<file path="config.mk">
export PLATFORM = sky130hd
export DESIGN_NAME = regfile_wb_scheduler
export DESIGN_NICKNAME = d
export VERILOG_FILES = /design/src/rtl/regfile_wb_pkg.sv /design/src/rtl/rr_arbiter2.sv /design/src/rtl/regfile_wb_scheduler.sv
export SDC_FILE = /design/constraint.sdc
export NUM_CORES = 1
export LEC_CHECK = 0
export BUFFER_PORTS_ARGS = -buffer_cell sky130_fd_sc_hd__buf_4
export CORE_MARGIN = 8
export CORE_UTILIZATION = 46
export CTS_CLUSTER_DIAMETER = 120
export DETAILED_ROUTE_END_ITERATION = 8
export GPL_TIMING_DRIVEN = 0
export PLACE_DENSITY = 0.82
export SETUP_SLACK_MARGIN = 0.15
export SYNTH_ARGS = -nofsm -noshare
export SYNTH_HDL_FRONTEND = slang
export SYNTH_SLANG_ARGS = --single-unit
</file>
<file path="constraint.sdc">
create_clock -name clk_i -period 3.7 [get_ports clk_i]
set_input_delay 0.74 -clock clk_i [delete_from_list [all_inputs] [get_ports clk_i]]
set_output_delay 0.74 -clock clk_i [all_outputs]
set_load 0.005 [all_outputs]
</file>
<file path="src/rtl/regfile_wb_pkg.sv">
// Shared types for the register-file writeback scheduler.
package regfile_wb_pkg;

    localparam int unsigned REG_ADDR_W = 5;
    localparam int unsigned NUM_REGS   = 1 << REG_ADDR_W;

    typedef logic [REG_ADDR_W-1:0] reg_idx_t;

    // Writeback requester identity; also the encoding of the arbiter's last grant.
    typedef enum logic {
        WB_ALU = 1'b0,
        WB_LSU = 1'b1
    } wb_src_e;

endpackage

</file>
<file path="src/rtl/rr_arbiter2.sv">
// Two-way round-robin arbiter with combinational grant and a last-grant flop.
// Request/grant bit 0 is the ALU, bit 1 the LSU.
module rr_arbiter2
    import regfile_wb_pkg::*;
(
    input  logic       clk_i,
    input  logic       rst_ni,
    input  logic [1:0] req_i,
    output logic [1:0] gnt_o
);

    wb_src_e last_grant_q;
    wb_src_e last_grant_d;

    // Grant selection; history only advances when both requesters contended.
    always_comb begin
        gnt_o        = req_i;
        last_grant_d = last_grant_q;
        if (req_i == 2'b11) begin
            if (last_grant_q == WB_ALU) begin
                gnt_o        = 2'b10;
                last_grant_d = WB_LSU;
            end else begin
                gnt_o        = 2'b01;
                last_grant_d = WB_ALU;
            end
        end
    end

    // Last-grant register; resets to ALU so the first contention goes to the LSU.
    always_ff @(posedge clk_i or negedge rst_ni) begin
        if (!rst_ni) begin
            last_grant_q <= WB_ALU;
        end else begin
            last_grant_q <= last_grant_d;
        end
    end

endmodule

</file>
<file path="src/rtl/regfile_wb_scheduler.sv">
// Register-file write-port scheduler: arbitrates ALU/LSU writebacks onto the
// single write port and keeps a busy scoreboard that stalls RAW/WAW hazards.
// Optional build macro REGFILE_WB_BYPASS_EN lets a source matching the
// register being written this cycle issue and take its value from rf_wd3_o.
module regfile_wb_scheduler
    import regfile_wb_pkg::*;
#(
    parameter int unsigned ADDRESS_WIDTH = REG_ADDR_W,
    parameter int unsigned DATA_WIDTH    = 32
) (
    input  logic                     clk_i,
    input  logic                     rst_ni,
    input  logic                     issue_valid_i,
    output logic                     issue_ready_o,
    input  logic [ADDRESS_WIDTH-1:0] issue_rs1_i,
    input  logic [ADDRESS_WIDTH-1:0] issue_rs2_i,
    input  logic                     issue_rs1_used_i,
    input  logic                     issue_rs2_used_i,
    input  logic [ADDRESS_WIDTH-1:0] issue_rd_i,
    input  logic                     flush_i,
    input  logic                     alu_valid_i,
    input  logic                     lsu_valid_i,
    input  logic [ADDRESS_WIDTH-1:0] alu_rd_i,
    input  logic [ADDRESS_WIDTH-1:0] lsu_rd_i,
    input  logic [DATA_WIDTH-1:0]    alu_data_i,
    input  logic [DATA_WIDTH-1:0]    lsu_data_i,
    output logic                     alu_ready_o,
    output logic                     lsu_ready_o,
    output logic [ADDRESS_WIDTH-1:0] rf_a3_o,
    output logic [DATA_WIDTH-1:0]    rf_wd3_o,
    output logic                     rf_we3_o,
    output logic                     fwd1_sel_o,
    output logic                     fwd2_sel_o,
    output logic [(2**ADDRESS_WIDTH)-1:0] busy_o,
    output logic                     err_o
);

    localparam int unsigned NREGS = 2 ** ADDRESS_WIDTH;

    logic [NREGS-1:0]         busy_q, busy_d;
    logic                     err_q, err_d;
    logic                     flushed_q, flushed_d;

    logic [1:0]               gnt_c;
    logic                     alu_gnt_c, lsu_gnt_c;
    logic [ADDRESS_WIDTH-1:0] wb_rd_c;
    logic [DATA_WIDTH-1:0]    wb_data_c;
    logic                     wb_we_c;
    logic                     byp1_c, byp2_c;
    logic                     hazard_c;
    logic                     fire_c;

    rr_arbiter2 u_arb (
        .clk_i  (clk_i),
        .rst_ni (rst_ni),
        .req_i  ({lsu_valid_i, alu_valid_i}),
        .gnt_o  (gnt_c)
    );

    // Grants are suppressed while reset is asserted.
    assign alu_gnt_c = gnt_c[0] & rst_ni;
    assign lsu_gnt_c = gnt_c[1] & rst_ni;

    // Write-port mux; idle port drives zeros.
    always_comb begin
        wb_rd_c   = '0;
        wb_data_c = '0;
        if (alu_gnt_c) begin
            wb_rd_c   = alu_rd_i;
            wb_data_c = alu_data_i;
        end else if (lsu_gnt_c) begin
            wb_rd_c   = lsu_rd_i;
            wb_data_c = lsu_data_i;
        end
    end

    assign wb_we_c = (alu_gnt_c | lsu_gnt_c) && (wb_rd_c != '0);

`ifdef REGFILE_WB_BYPASS_EN
    // A source matching the register written this cycle reads the write data.
    assign byp1_c = wb_we_c && (issue_rs1_i == wb_rd_c);
    assign byp2_c = wb_we_c && (issue_rs2_i == wb_rd_c);
`else
    assign byp1_c = 1'b0;
    assign byp2_c = 1'b0;
`endif

    // RAW on used sources (minus bypass) and WAW on the destination, from flop state.
    assign hazard_c = (issue_rs1_used_i & busy_q[issue_rs1_i] & ~byp1_c)
                    | (issue_rs2_used_i & busy_q[issue_rs2_i] & ~byp2_c)
                    | busy_q[issue_rd_i];

    assign fire_c = issue_valid_i & issue_ready_o & ~flush_i;

    // Scoreboard and sticky-error next state; a set overrides a same-edge clear.
    always_comb begin
        busy_d    = busy_q;
        err_d     = err_q;
        flushed_d = flushed_q | flush_i;
        if (wb_we_c) begin
            if (!busy_q[wb_rd_c] && !flushed_q) begin
                err_d = 1'b1;
            end
            busy_d[wb_rd_c] = 1'b0;
        end
        if (flush_i) begin
            busy_d = '0;
        end else if (fire_c && (issue_rd_i != '0)) begin
            busy_d[issue_rd_i] = 1'b1;
        end
        busy_d[0] = 1'b0;
    end

    // Scoreboard, error and flush-seen registers.
    always_ff @(posedge clk_i or negedge rst_ni) begin
        if (!rst_ni) begin
            busy_q    <= '0;
            err_q     <= 1'b0;
            flushed_q <= 1'b0;
        end else begin
            busy_q    <= busy_d;
            err_q     <= err_d;
            flushed_q <= flushed_d;
        end
    end

    assign issue_ready_o = rst_ni & ~hazard_c;
    assign alu_ready_o   = alu_gnt_c;
    assign lsu_ready_o   = lsu_gnt_c;
    assign rf_a3_o       = wb_rd_c;
    assign rf_wd3_o      = wb_data_c;
    assign rf_we3_o      = wb_we_c;
    assign fwd1_sel_o    = byp1_c & issue_rs1_used_i;
    assign fwd2_sel_o    = byp2_c & issue_rs2_used_i;
    assign busy_o        = busy_q;
    assign err_o         = err_q;

endmodule

</file>
# After elaboration in Yosys (flattened, before gate mapping)

Index checks and enable logic that the tools add are counted.

Mux-type cells: 22
Order comparisons: 6
Equality and inequality tests: 1
Bitwise gates (word level): 16
Reduce and logical (&&, ||, !) cells: 10

Operators with widths:

| operator                                                   | count |
|---|---|
| two-way mux 32 bit                                         | 5 |
| AND 32 bit                                                 | 1 |
| inverter 32 bit                                            | 1 |
| OR 32 bit                                                  | 1 |
| less-than comparator 5 x 6 -> 1 bit, second input constant | 4 |
| binary-select mux 1 bit (select 5 bit)                     | 4 |
| demux 1 bit (select 5 bit)                                 | 2 |
| >= comparator 5 x 1 -> 1 bit, second input constant        | 2 |
| two-way mux 5 bit                                          | 2 |
| nonzero test 5 bit                                         | 2 |
| AND 1 bit                                                  | 7 |
| two-way mux 1 bit                                          | 7 |
| logical AND 1 bit                                          | 5 |
| two-way mux 2 bit                                          | 2 |
| OR 1 bit                                                   | 4 |
| == test 2 bit, second input constant                       | 1 |
| logical NOT 1 bit                                          | 2 |
| inverter 1 bit                                             | 2 |
| AND reduction 2 bit                                        | 1 |

Logic and storage cells: 59
Register bits after elaboration: 34
Output and inout port bits: 76

# Depth between registers and ports, before layout

Gate-level depths: netlist of the first run.

Depth in word-level cells: 15
Mapped depth: 10
Gate-level depth less buffers: 8

# Modules after synthesis

Synthesis of the first run repeated with hierarchy kept, for this count alone.

Cell total of the unflattened synthesis: 404
Area total of the unflattened synthesis: 3454.6 sq um

By module, submodules not included:

| module               | area an instance (sq um) | cells each | times used |
|---|---|---|---|
| regfile_wb_scheduler | 3398.3                   | 398        | 1 |
| rr_arbiter2          | 56.3                     | 6          | 1 |

# Worst setup path before layout of the first run

OpenSTA, ideal clock, no wires.

Path kind: input port to output port
Start: input issue_rs1_i[0]
End: output issue_ready_o
Cell stages on the path: 7
Setup slack: 0.352 ns
Arrival time: 2.608 ns
Data required time: 2.960 ns
Buffers on the path: 2
Path through: clkbuf_1 mux4_2 mux4_2 nand3b_1 nand2_1 clkbuf_1 nor2_1

Longest elaborated chain between the ends: 7

Ends and longest elaborated chain:

| item                                    | RTL line                    | text |
|---|---|---|
| start, declared                         | regfile_wb_scheduler.sv:15  | `input logic [ADDRESS_WIDTH-1:0] issue_rs1_i,` |
| binary-select mux 1 bit (select 5 bit)  | regfile_wb_scheduler.sv:89  | `assign hazard_c = (issue_rs1_used_i & busy_q[issue_rs1_i] & ~byp1_c)` |
| two-way mux 1 bit (not written as such) | regfile_wb_scheduler.sv:89  |  |
| AND 1 bit                               | regfile_wb_scheduler.sv:89  |  |
| OR 1 bit                                | regfile_wb_scheduler.sv:90  | `\| (issue_rs2_used_i & busy_q[issue_rs2_i] & ~byp2_c)` |
| OR 1 bit                                | regfile_wb_scheduler.sv:91  | `\| busy_q[issue_rd_i];` |
| inverter 1 bit                          | regfile_wb_scheduler.sv:127 | `assign issue_ready_o = rst_ni & ~hazard_c;` |
| AND 1 bit                               | regfile_wb_scheduler.sv:127 |  |
| end, declared                           | regfile_wb_scheduler.sv:14  | `output logic issue_ready_o,` |

No other way between the ends. The select of a mux whose other input is x is not followed.

# Worst setup path in the final report of the first run

Start: input issue_rs1_i[1]
End: output issue_ready_o

The elaborated chain is that of the path after synthesis.

==> flow_metrics.py, run 1 <==
metrics = {
    "sta": {
        "max_slew_margin_pct": 43.4,
        "clock_skew_ns": 0.0109,
        "setup_violations": 0,
        "tns_ns": 0,
        "clock.fmax_ghz": 0.282,
        "slew_violations": 0,
        "tightest_slew_ns": 0.848,
        "period_minus_slack_ns": 3.55,
        "final-hold-violation-count": 0,
        "period_share_pct": 96.0,
        "rsz0062_at_grt": "no",
        "holdWs_ns": 0.406,
    },
    "place": {
        "place_hpwl_um": 11400,
        "io_buffers": 160,
        "gp_congestion": 0.956,
        "post_dp_cell_area_um2": 4580,
        "dp_cells": 595,
    },
    "global_routing": {
        "grt-ovfl-total": 0,
        "grt_usage_pct": 28.3,
        "grt_max_degree": 38,
        "first_global_vias": 3801,
        "antenna_found_initial": 0,
        "grt_pass1_wl_um": 22200,
    },
    "clock_network": {
        "cts_root_buf": "clkbuf_8",
        "numCtsBuffers": 5,
        "max-clock-path-buffers": 2,
        "cts.clk_slew.worst_paths_ns": 0.08,
        "clock-sinks": 34,
        "cts_tree": "built",
        "clk_latency_ns": 0.29,
        "htreeDepth": 2,
    },
    "power": {
        "ir_drop_mv": 0.174,
        "leakage_nw": 2.13,
        "p_per_area_nw_per_um2": 243,
        "finalPower_w": 0.00116,
    },
    "worst_setup_path": {
        "r2r_cells": 8,
        "worst-path-buf-inv": 3,
        "critPathMostFrequentCell": "nand2_1",
        "critical_path_depth": 10,
        "slowest_stage": "mux4_2",
        "start_kind": "input port",
        "r2r_end": "err_o",
        "worstPathArrival_ns": 2.81,
        "required_ns": 2.96,
        "end_kind": "output pin",
        "cpPeakStageDelay_ns": 0.49,
        "setup.worst_path.class": "input port to output pin",
        "reg2reg_slack_ns": 0.77,
        "crit_path_max_fanout": 10,
        "cpLargestDelayFamily": "multiplexers",
        "reg2reg_from": "u_arb.last_grant_q",
        "path_cells": "clkbuf_2 -> mux2_2 -> nand2_1 -> o21ai_0 -> mux4_2 -> nand3b_1 -> nand2_1 -> buf_2 -> nor2_2 -> buf_4",
    },
    "run": {
        "drv_cap": 0,
    },
    "status": {
        "status": "finished clean",
    },
    "routing": {
        "drt.antenna.violating_nets": 0,
        "dr.pass1.iters": 5,
        "drcViolationCount": 0,
        "num_vias": 4030,
        "viasPerCell": 6.66,
        "drt-total-wl_um": 15000,
        "drt-initial-drc-count": 682,
        "wl_per_cell_um": 24.8,
    },
    "synthesis": {
        "syn_inst": 337,
        "ys_ff_latch": 34,
        "yosys_warnings": 0,
        "yosys.cell_types.count": 45,
        "synth_area_um2": 3250,
        "async_reset_ff_share_pct": 100,
        "syn_area_per_cell_um2": 9.65,
        "synth_flop_cell": "dfrtp_1",
        "synth-seq-area-share_pct": 26.2,
        "synth_edf_count": 0,
    },
    "floorplan": {
        "initial_core_util_pct": 47.6,
        "rows": 30,
        "die-area_um2": 10000,
        "io_pins": 173,
        "dieWidth_um": 100,
        "die_h_um": 100,
        "core_area_um2": 6830,
    },
    "layout": {
        "drive_gt1_share_pct": 43.6,
        "final_common_cell": "buf_4",
        "antenna_cells": 0,
        "fill_cells": 550,
        "design_area_um2": 4760,
        "nNetsFinal": 605,
        "seqCellArea_um2": 851,
        "layout_common_cells": "buf_4, nor2b_1, o21ai_0, dfrtp_1, a22o_1",
        "fin_cells": 605,
        "area.growth.synth_to_final_pct": 46.4,
        "multi_input_area_um2": 2260,
    },
    "worst_hold_path": {
        "hold_class": "input port to async pin",
    },
}
[layer usage]
| layer | share of wire (%) | up-vias | global-route usage [%] |
|---|---|---|---|
| li1 | - | 1705 | - |
| met1 | 36 | 1925 | 35.8 |
| met2 | 48 | 357 | 45.7 |
| met3 | 13 | 43 | 7.54 |
| met4 | 2.5 | 0 | 9.07 |
| met5 | 0 | - | 0 |
[cell families (layout without fill, tap and decap cells)]
| kind of cell | Yosys count | count (layout) | synth area share (%) |
|---|---|---|---|
| buf+inv | 38 | 208 | 5.38 |
| mux | 42 | 42 | 22.7 |
| xor+xnor | 1 | 1 | 0.269 |
| flops | 34 | 34 | 26.2 |
| compound gates | 121 | 121 | 27.9 |
| simple gates | 100 | 100 | 17.4 |
| other cells | 1 | 3 | 0.115 |
[state kept, by name, indices dropped and copies added (netlist names)]
name	cells
flushed_q	1
u_arb.last_grant_q	1
err_o	1
busy_o	31
[cell type report]
cell class	count	area share (%)
buffer	33	3.81
clock buffer	7	1.81
clock inverter	1	0.105
inverter	4	0.315
multi-input combinational	267	47.4
sequential	34	17.9
tap	96	2.52
timing repair buffer	163	26.1
[report_power, final]
group,switching (W),internal [W]
clock,0.000144,0.000150
sequential,0.0000107,0.000381
combinational,0.000238,0.000232
[how the worst max path moves through the flow]
stage | startpoint | slack [ns] | end
2_1_floorplan | issue_rs1_i[0] | 0.35 | issue_ready_o
3_3_place_gp | issue_rd_i[1] | -0.21 | issue_ready_o
3_5_place_dp | issue_rd_i[1] | -0.24 | issue_ready_o
4_1_cts | issue_rs1_i[0] | 0.07 | issue_ready_o
5_1_grt | issue_rs1_i[1] | 0.15 | issue_ready_o
6_report | issue_rs1_i[1] | 0.15 | issue_ready_o
[Yosys cell counts, types with 3 or more instances]
| cell type | n | area, µm² |
|---|---|---|
| dfrtp_1 | 34 | 851 |
| o41ai_1 | 31 | 272 |
| nor2b_1 | 35 | 219 |
| o21ai_0 | 34 | 170 |
| clkbuf_1 | 23 | 86.3 |
| nand4_1 | 3 | 18.8 |
| nand2b_1 | 3 | 18.8 |
| a22o_1 | 32 | 280 |
| nor2_1 | 3 | 11.3 |
| o2111ai_1 | 3 | 26.3 |
| or3_1 | 5 | 31.3 |
| nand3b_1 | 11 | 82.6 |
| mux2_2 | 5 | 56.3 |
| nand3_1 | 8 | 40.0 |
| a21oi_1 | 5 | 25.0 |
| nand2_1 | 23 | 86.3 |
| buf_1 | 3 | 11.3 |
| buf_4 | 4 | 30.0 |
| nor3_1 | 3 | 15.0 |
| mux4_2 | 25 | 563 |
| mux2i_1 | 12 | 120 |
[metrics by stage]
step	setup WS, ns	util, %
floorplan	0.352	-
global placement	-0.207	67.1
detailed placement	-0.240	67.1
CTS	0.0677	69.0
global route	0.151	69.7
finish	0.148	69.7
[repair_timing]
item / 4_1_cts / 5_1_grt
hold buffers: 0 / 0
pin swaps: 1 / 2
setup endpoints to repair: 2 / 2
gates cloned: 0 / 1
resized for setup: 9 / 13
setup buffers: 2 / 0
Note: power is estimated with default switching activity, not from simulation.
==> run 2, diff against run 1 <==
--- a/config.mk
+++ b/config.mk
@@ -7,12 +7,14 @@
 export LEC_CHECK = 0
 export BUFFER_PORTS_ARGS = -buffer_cell sky130_fd_sc_hd__buf_4
 export CORE_MARGIN = 8
-export CORE_UTILIZATION = 46
+export CORE_UTILIZATION = 47
 export CTS_CLUSTER_DIAMETER = 120
 export DETAILED_ROUTE_END_ITERATION = 8
+export GPL_ROUTABILITY_DRIVEN = 0
 export GPL_TIMING_DRIVEN = 0
 export PLACE_DENSITY = 0.82
 export SETUP_SLACK_MARGIN = 0.15
 export SYNTH_ARGS = -nofsm -noshare
 export SYNTH_HDL_FRONTEND = slang
+export SYNTH_HIERARCHICAL = 1
 export SYNTH_SLANG_ARGS = --single-unit
==> run 2 against run 1 <==
  * Register-to-register slack improved by 0.07 ns
  * Via count is 7.9% higher
  * First-iteration DRC count decreased by 12%
  * Cell count up 13%
==> flow_metrics.py, run 2 <==
metrics = {
    "synthesis": {
        "async_reset_ff_share_pct": 100,
        "synth-seq-area-share_pct": 24.6,
        "synthTopCellsByCount": "nand2_1, dfrtp_1, a22o_1",
        "yosysTopAreaCell": "dfrtp_1",
        "yosys_warnings": 6,
        "yosys-top-cells-area": "dfrtp_1, mux4_2, a22o_1",
        "synth_area_um2": 3450,
        "netlist.area_leader.share_pct": 24.6,
        "synth_edf_count": 0,
        "syn_inst": 404,
        "ys_ff_latch": 34,
        "syn_area_per_cell_um2": 8.55,
        "yosysMostFrequentCell": "nand2_1",
        "yosys.cell_types.count": 58,
        "synth_flop_cell": "dfrtp_1",
    },
    "floorplan": {
        "dieWidth_um": 102,
        "core_area_um2": 7180,
        "die-area_um2": 10300,
        "initial_core_util_pct": 48.1,
        "io_pins": 173,
        "rows": 31,
        "die_h_um": 102,
    },
    "sta": {
        "setup_violations": 0,
        "clock.fmax_ghz": 0.288,
        "clock_skew_ns": 0.00633,
        "slew_violations": 0,
        "holdWs_ns": 0.339,
        "max_slew_margin_pct": 20.5,
        "period_share_pct": 93.7,
        "rsz0062_at_grt": "yes",
        "period_minus_slack_ns": 3.47,
        "tns_ns": 0,
        "tightest_slew_ns": 1.18,
        "final-hold-violation-count": 0,
    },
    "worst_setup_path": {
        "worstPathArrival_ns": 2.73,
        "path_cells": "buf_4 -> buf_2 -> mux4_2 -> mux2i_1 -> o21ai_0 -> and2_1 -> clkbuf_2 -> a211oi_2 -> buf_4",
        "setup.worst_path.class": "input port to output pin",
        "slowest_stage": "mux4_2",
        "start_kind": "input port",
        "end_kind": "output pin",
        "crit_path_max_fanout": 10,
        "cpPeakStageDelay_ns": 0.52,
        "critPathMostFrequentCell": "buf_4",
        "required_ns": 2.96,
    },
    "global_routing": {
        "grt_max_degree": 44,
        "grt_usage_pct": 30.0,
        "grt_pass1_wl_um": 23700,
        "antenna_found_initial": 0,
        "first_global_vias": 4037,
        "grt-ovfl-total": 0,
    },
    "clock_network": {
        "cts_tree": "built",
        "max-clock-path-buffers": 2,
        "ctsHoldBuffers": 0,
        "clock-sinks": 34,
        "clk_latency_ns": 0.29,
        "cts_root_buf": "clkbuf_8",
        "numCtsBuffers": 5,
        "cts.clk_slew.worst_paths_ns": 0.07,
        "htreeDepth": 2,
    },
    "layout": {
        "fin_util_pct": 69.8,
        "design_area_um2": 5010,
        "largest_register_ffs": 31,
        "antenna_cells": 0,
        "area.growth.synth_to_final_pct": 44.9,
        "nNetsFinal": 679,
        "fill_cells": 563,
        "final_common_cell": "buf_4",
        "seqCellArea_um2": 851,
        "drive_gt1_share_pct": 40.0,
        "multi_input_area_um2": 2410,
        "layout_common_cells": "buf_4, nand2_1, dfrtp_1",
    },
    "routing": {
        "drt-total-wl_um": 15800,
        "drcViolationCount": 0,
        "drt.antenna.violating_nets": 0,
        "dr.pass1.iters": 5,
        "drt-initial-drc-count": 599,
        "viasPerCell": 6.38,
        "num_vias": 4350,
        "wl_per_cell_um": 23.2,
    },
    "power": {
        "finalPower_w": 0.00124,
        "p_per_area_nw_per_um2": 247,
        "leakage_nw": 2.23,
        "ir_drop_mv": 0.128,
    },
    "run": {
        "drv_cap": 0,
    },
    "status": {
        "status": "finished clean",
    },
    "worst_hold_path": {
        "hold_class": "input port to async pin",
    },
    "place": {
        "io_buffers": 163,
        "post_dp_cell_area_um2": 4810,
        "place_hpwl_um": 12500,
    },
}
==> run 2: cell types whose count changed after synthesis, moves of 7 or more <==
| cell | delta |
|---|---|
| o31ai_1 | +12 |
| nor2b_1 | -14 |
| o21ai_0 | -16 |
| inv_1 | +9 |
| o21ai_1 | +16 |
| nand2_1 | +31 |
| nand3_1 | +7 |
| mux4_2 | -7 |
| nor2_1 | +7 |
| buf_2 | +9 |
| mux2i_1 | +8 |
| o41ai_1 | -28 |
==> run 2: where the power goes <==
group          leakage [nW]  switching, W  internal (W)
combinational          1.71      0.000277      0.000247
sequential            0.464    0.00000947      0.000380
clock                0.0575      0.000134      0.000188
total                  2.23      0.000421      0.000815
==> run 2: cell families after synthesis <==
logic type	Yosys count	synth area share, %
muxes	44	19.5
DFF	34	24.6
AOI/OAI and AO/OA	115	24.7
other	1	0.109
buffers and inverters	52	6.70
xor gates and xnor gates	1	0.254
and+or+nand+nor	157	24.1
==> run 2: repair_timing <==
item,in CTS,in global routing
endpoints found under the setup margin,3,2
pin swaps,0,4
setup buffers,0,6
gates resized for setup,6,9
==> run 2: path summary, 6_finish.rpt <==
check	start	end	slack (ns)	cells after the start
min	rst_ni	busy_o[18]	0.34	1
min in group clk_i	flushed_q	flushed_q	0.47	1
min reg2reg	flushed_q	flushed_q	0.47	1
max reg2reg	u_arb/last_grant_q	busy_o[20]	0.84	11
max	issue_rd_i[1]	issue_ready_o	0.23	9
max in group asynchronous	rst_ni	err_o	3.07	1
==> run 2: layout make-up <==
cell class | count | area share (%)
well taps | 99 | 2.47
multi-input cells | 320 | 48.1
repair buffers | 169 | 25.4
clock buffers | 8 | 2.20
flip-flops and latches | 34 | 17.0
inverters | 14 | 1.05
plain buffers | 38 | 3.75
==> run 2: through the flow <==
| step | setup WS, ns | instances |
|---|---|---|
| after floorplan | 0.594 | 406 |
| after global placement | -0.0220 | 668 |
| after detailed placement | -0.107 | 668 |
| after CTS | 0.153 | 676 |
| after global routing | 0.102 | 682 |
| final | 0.232 | 682 |
==> run 2: worst max-delay path: cells and delay by family <==
| family | cells | cell delay, ns |
|---|---|---|
| buffers and inverters | 4 | 0.74 |
| muxes | 2 | 0.65 |
| AOI/OAI and AO/OA | 2 | 0.35 |
| and+or+nand+nor | 1 | 0.25 |
==> run 2: metal layers <==
layer  share of wire, %  track usage [%]  wire, µm
met5                  0                0         0
met1                 39             40.9      6220
met2                 45             46.5      7190
met4                2.8             9.28       436
met3                 13             5.91      2000
